==> src/rtl/shared_vc_alloc.sv <==
`timescale 1ns/1ps
// Shared VC buffer pool allocator: one round-robin grant per cycle, with pool and
// per-port occupancy tracking and credit-driven slot return.
module shared_vc_alloc #(
   parameter int num_ports    = 5,
   parameter int pool_depth   = 8,
   parameter int max_per_port = 4
) (
   input  logic                                           clk,
   input  logic                                           reset,
   input  logic [num_ports-1:0]                           req_ip,
   input  logic [num_ports-1:0]                           free_ip,
   output logic [num_ports-1:0]                           gnt_ip,
   output logic [$clog2(pool_depth+1)-1:0]                pool_free,
   output logic [num_ports*$clog2(max_per_port+1)-1:0]    port_cnt,
   output logic                                           pool_empty,
   output logic                                           error
);

   localparam int unsigned P  = num_ports;
   localparam int unsigned D  = pool_depth;
   localparam int unsigned C  = max_per_port;
   localparam int          PW = $clog2(D + 1);
   localparam int          CW = $clog2(C + 1);
   localparam int          RW = (P > 1) ? $clog2(P) : 1;

   logic [PW-1:0] pool_free_q, pool_free_d;
   logic [CW-1:0] cnt_q [P];
   logic [CW-1:0] cnt_d [P];
   logic [RW-1:0] rr_q, rr_d;
   logic [P-1:0]  gnt_q, gnt_d;
   logic          error_q, error_d;

   logic [P-1:0]  elig;
   logic [P-1:0]  vfree;
   logic          win_vld;
   logic [RW-1:0] win;
   logic [RW-1:0] idx;
   int unsigned   idx_full;

   // Eligibility looks only at registered counts, so free_ip never reaches gnt_ip combinationally.
   always_comb begin
      elig  = '0;
      vfree = '0;
      for (int unsigned p = 0; p < P; p++) begin
         elig[p]  = req_ip[p] && (cnt_q[p] < CW'(C)) && (pool_free_q != '0);
         vfree[p] = free_ip[p] && (cnt_q[p] != '0);
      end
   end

   always_comb begin
      win_vld  = 1'b0;
      win      = '0;
      idx      = '0;
      idx_full = 0;
      for (int unsigned i = 0; i < P; i++) begin
         idx_full = int'(rr_q) + i;
         if (idx_full >= P) idx_full = idx_full - P;
         idx = RW'(idx_full);
         if (!win_vld && elig[idx]) begin
            win_vld = 1'b1;
            win     = idx;
         end
      end
   end

   always_comb begin
      gnt_d       = '0;
      rr_d        = rr_q;
      error_d     = error_q;
      pool_free_d = pool_free_q;
      for (int unsigned p = 0; p < P; p++) begin
         cnt_d[p] = cnt_q[p];
         if (vfree[p]) begin
            cnt_d[p]    = cnt_d[p] - CW'(1);
            pool_free_d = pool_free_d + PW'(1);
         end
         if (free_ip[p] && (cnt_q[p] == '0)) error_d = 1'b1;
      end
      // Frees are applied first; a same-cycle grant and free on one port then net to zero.
      if (win_vld) begin
         gnt_d[win]  = 1'b1;
         cnt_d[win]  = cnt_d[win] + CW'(1);
         pool_free_d = pool_free_d - PW'(1);
         rr_d        = (win == RW'(P - 1)) ? '0 : win + RW'(1);
      end
   end

   always_ff @(posedge clk or negedge reset) begin
      if (!reset) begin
         pool_free_q <= PW'(D);
         rr_q        <= '0;
         gnt_q       <= '0;
         error_q     <= 1'b0;
         for (int unsigned p = 0; p < P; p++) cnt_q[p] <= '0;
      end else begin
         pool_free_q <= pool_free_d;
         rr_q        <= rr_d;
         gnt_q       <= gnt_d;
         error_q     <= error_d;
         for (int unsigned p = 0; p < P; p++) cnt_q[p] <= cnt_d[p];
      end
   end

   always_comb begin
      port_cnt = '0;
      for (int unsigned p = 0; p < P; p++) port_cnt[(P-1-p)*CW +: CW] = cnt_q[p];
   end

   assign gnt_ip     = gnt_q;
   assign pool_free  = pool_free_q;
   assign pool_empty = (pool_free_q == '0);
   assign error      = error_q;

endmodule

==> config.mk <==
export PLATFORM = sky130hd
export DESIGN_NAME = shared_vc_alloc
export DESIGN_NICKNAME = d
export VERILOG_FILES = /design/src/rtl/shared_vc_alloc.sv
export SDC_FILE = /design/constraint.sdc
export NUM_CORES = 1
export LEC_CHECK = 0
export CORE_MARGIN = 4
export CORE_UTILIZATION = 40
export DETAILED_ROUTE_END_ITERATION = 12
export PLACE_DENSITY_LB_ADDON = 0.25
export SYNTH_ARGS = -nofsm -noshare
export SYNTH_HDL_FRONTEND = slang
export SYNTH_SLANG_ARGS = --single-unit
==> constraint.sdc <==
create_clock -name clk -period 11.9 [get_ports clk]
set_clock_uncertainty 0.15 [all_clocks]
set_input_delay 2.975 -clock clk [delete_from_list [all_inputs] [get_ports clk]]
set_output_delay 2.975 -clock clk [all_outputs]
set_load 0.01 [all_outputs]
After elaboration in Yosys (flattened, before gate mapping)
Cells that the tools add are included.
Cells by class
  div/mod/pow operators: 0
  multiplexer cells: 52
  $lt $le $gt $ge: 19
  equality and inequality tests: 1
  add/sub/neg operators: 22
  bitwise operators: 1
  shift operators: 0
  reductions and logical operators: 43
  $mul: 0
Operators by type and width (number)
  $mux 3: 19
  $logic_and 1x1->1: 26
  $lt 3x4->1 const B: 6
  $mux 4: 6
  $add 4x1->4 const B: 5
  $ge 4x3->1 const B: 4
  $mux 1: 16
  $bmux 1 s3: 5
  $bwmux 15: 1
  $logic_not 3->1: 5
  $lt 3x3->1 const B: 5
  $mux 15: 1
  $reduce_bool 3->1: 5
  $sub 3x1->3 const B: 5
  $sub 3x3->3 const B: 5
  $bmux 3 s3: 1
  $demux 3 s3: 1
  $add 3x2->4 const B: 2
  $add 3x1->3 const B: 2
  $mux 5: 1
  $reduce_bool 5->1: 1
  $add 3x1->4 const B: 1
  $add 3x3->4 const B: 1
  $ge 4x4->1 const B: 1
  other kinds (10): 13
Word-level totals
  memories kept: 0
  memory bits (read-only): 0
  logic and storage cells: 147
  register bits after elaboration: 28
  memory bits (writable): 0
  output and inout bits: 26
  bits of input ports: 12
  bits in latches: 0

Logic depth before layout (Yosys ltp)
  depth after elaboration: 25
  mapped depth: 22
  depth with buffers taken out: 20

Worst setup path after synthesis
Ideal clock, no wire load.
  path type: input -> register
  from: input port req_ip[2]
  to: register cnt_q (netlist bit port_cnt[5])
  setup time: 95 ps
  path slack: 5411 ps
  required time: 11655 ps
  buffers on the path: 2
  data arrival time: 6243 ps
  cell stages on the path: 16
  path through: nand2b_1 > mux2_2 > a2111oi_0 > nor3_1 > o211a_1 > o31ai_1 > o22a_1 > buf_2 > inv_1 > or3_1 > a31oi_1 > ha_1 > clkbuf_1 > nand2_1 > mux2_2 > o31ai_1
RTL lines
  start, declared: RTL line 11  | input logic [num_ports-1:0] req_ip,
  end, declared: RTL line 28  | logic [CW-1:0] cnt_q [P];

==> run_results.csv <==
group,metric,value,unit
cells_and_area,nets,436,
cts,clk_pin_slew,0.10,ns
cts,cts_root_buffer,"clkbuf_8",
routing,routedWlPerCell,15.7,µm
routing,drtAntennaViolNets,0,
cells_and_area,antenna_cells,0,
sta,post-route-period-util,61.1,%
run,drv_cap,0,
placed_design,gp_congestion,0.925,
sta,worst_slew_pin_slew,0.946,ns
yosys,syn_nets,404,
worst_setup_path,cp.required,11.94,ns
cts,cts_sinks,28,
worst_setup_path,cp.arrival,7.31,ns
sta,max_slew_margin,35.3,%
sta,min_period,7.27,ns
cells_and_area,ff_latch_area,702,µm²
placed_design,postPlaceCellArea,3520,µm²
yosys,synth_edf_count,0,
yosys,syn_avg_cell_area,8.45,µm²
cts,cts.repair.resized,0,
routing,routed-via-count,2741,
sta,finalHoldViolations,0,
floorplanning,die_w,95.6,µm
worst_setup_path,reg2reg_slack,6.09,ns
routing,drc,0,
yosys,yosysSeqAreaShare,22.9,%
worst_setup_path,path_class,"in2reg",
placed_design,portBuffers,37,
worst_setup_path,cp_max_fo,11,
yosys,syn_inst,363,
worst_setup_path,startpoint,"req_ip[2]",
worst_setup_path,cp-endpoint,"port_cnt[5]$_DFF_PN0_",
sta,max_freq,138,MHz
global_routing,antenna_found_initial,0,
cts,cts_hold_buf,0,
floorplanning,core,7370,µm²
sta,slew_viol_final,0,
yosys,ys_warn_count,0,
placed_design,dp_hpwl,6.05,mm
floorplanning,start_util,41.6,%
cts,clk_path_buf_depth,2,
min_path,hold_class,"reg2reg",
yosys,synthArstFlopShare,100,%
run_status,status,"complete, no violations",
global_routing,grt_max_degree,29,
yosys,synth.distinct_cells,68,
worst_setup_path,reg2reg_to,"port_cnt[5]$_DFF_PN0_",
cells_and_area,nFillCells,715,
global_routing,grt_pass1_vias,2583,
cts,post_cts_buffers,0,
yosys,synth-main-ff-cell,"dfrtp_1",
cts,worst_skew_pair.late_latency,0.28,ns
yosys,yosysMostFrequentCell,"xnor2_1",
worst_setup_path,cp-start-kind,"input pin",
worst_setup_path,r2r_start,"rr_q[0]$_DFFE_PN0N_",
cts,cts_buffers,3,
cells_and_area,fin_area,3570,µm²
routing,first_pass_iters,5,
yosys,synth_top_area_cell,"dfrtp_1",
routing,drt_iter0_drc,153,
yosys,synth_area_leaders,"dfrtp_1, ha_1, xnor2_1, inv_1, nand2_1",
cells_and_area,drive_gt1_share,7.36,%
cells_and_area,final_util,48.5,%
yosys,ys_top_cells_by_count,"xnor2_1, ha_1, dfrtp_1, inv_1, nand2_1",
cts,cts_tree,"built",
cts,htree_levels,1,
sta,finalSetupViolCount,0,
global_routing,track_usage,17.5,%
cells_and_area,area_growth,16.6,%
worst_setup_path,worst_setup_path_end_kind,"flip-flop",
global_routing,gr-total-overflow,0,
routing,routed_wl,7.72,mm
yosys,synth-seq-cells,28,
floorplanning,fp.dieH,95.6,µm
sta,rsz0062_at_grt,"false",
global_routing,grt_pass1_wl,12.8,mm
floorplanning,io_pins,38,
yosys,syn_area,3070,µm²
yosys,synthDominantCellAreaShare,22.0,%
sta,tns,0,ns
cells_and_area,multi_input_comb_area,2190,µm²
routing,vias_per_cell,5.56,
floorplanning,rows,31,
worst_setup_path,r2r_cells,17,
floorplanning,die-area,9130,µm²
[cell type report]
| class | count | area share (%) |
|---|---|---|
| well taps | 99 | 3.47 |
| flip-flops and latches | 28 | 19.6 |
| clock buffers | 4 | 1.54 |
| repair buffers | 39 | 10.8 |
| inverters | 30 | 3.22 |
| multi-input cells | 293 | 61.4 |
[state kept, by name, indices dropped and copies added (netlist names)]
name and count:
rr_q 3, port_cnt 15, pool_free 4, error 1, gnt_ip 5
[layout by cell type, fill, tap and decap left out, drive strengths merged, types with 4 or more instances in the layout]
cell and n:
clkdlybuf4s50 37, xnor2 31, inv 30, ha 28, nand2 28, dfrtp 27, o21ai 18, a21oi 17
nor2 15, nand3 12, nor3 12, nand2b 10, mux2i 10, xor2 9, mux2 9, nand3b 8
a31oi 5, nor2b 5, and2 5, or2 5, a211oi 4, o31ai 4, o211ai 4, nand4 4
clkbuf 4
[how the worst min path moves through the flow]
stage	start	cells past startpoint	slack [ns]	to
3_3_place_gp	error$_DFFE_PN0P_	1	0.33	error$_DFFE_PN0P_
5_1_grt	error$_DFFE_PN0P_	1	0.38	error$_DFFE_PN0P_
3_5_place_dp	error$_DFFE_PN0P_	1	0.34	error$_DFFE_PN0P_
6_report	error$_DFFE_PN0P_	1	0.36	error$_DFFE_PN0P_
4_1_cts	error$_DFFE_PN0P_	1	0.36	error$_DFFE_PN0P_
2_1_floorplan	error$_DFFE_PN0P_	1	0.37	error$_DFFE_PN0P_
[logic make-up after synthesis]
kind of cell | after synthesis | share of synthesized area, %
adders and majority gates | 29 | 12.1
muxes | 20 | 7.30
buffers and inverters | 42 | 5.59
AOI/OAI and AO/OA | 83 | 18.5
and+or+nand+nor | 121 | 22.2
DFF | 28 | 22.9
xor gates and xnor gates | 40 | 11.4
[worst max-delay path, stage by stage]
cell and delay [ns]:
clkdlybuf4s50_1 0.49, nand2b_1 0.16, mux2_2 0.30, a2111oi_0 0.82
nor3_1 0.20, o211a_1 0.17, o31ai_1 0.21, o22a_1 0.46
inv_1 0.18, or3_1 0.40, a31oi_1 0.18, ha_1 0.33
nand2_1 0.10, mux2_2 0.27, o31ai_1 0.06
[routing by layer]
metal,wire (µm),vias up,global-route usage [%]
met2,3270,81,26.2
met1,3930,1278,27.0
met3,450,6,2.68
met5,0,-,0
li1,-,1376,-
met4,68,0,2.37
[through the flow]
step / setup slack (ns) / hold WS [ns] / cells
final: 4.63 / 0.356 / 493
after global routing: 4.41 / 0.380 / 493
after CTS: 4.67 / 0.360 / 493
after detailed placement: 4.41 / 0.336 / 489
after global placement: 4.60 / 0.326 / 489
after floorplan: 5.41 / 0.374 / 363
Power is not shown: default switching activity piles up to over one toggle a cycle in this logic, so the estimate is an artifact.
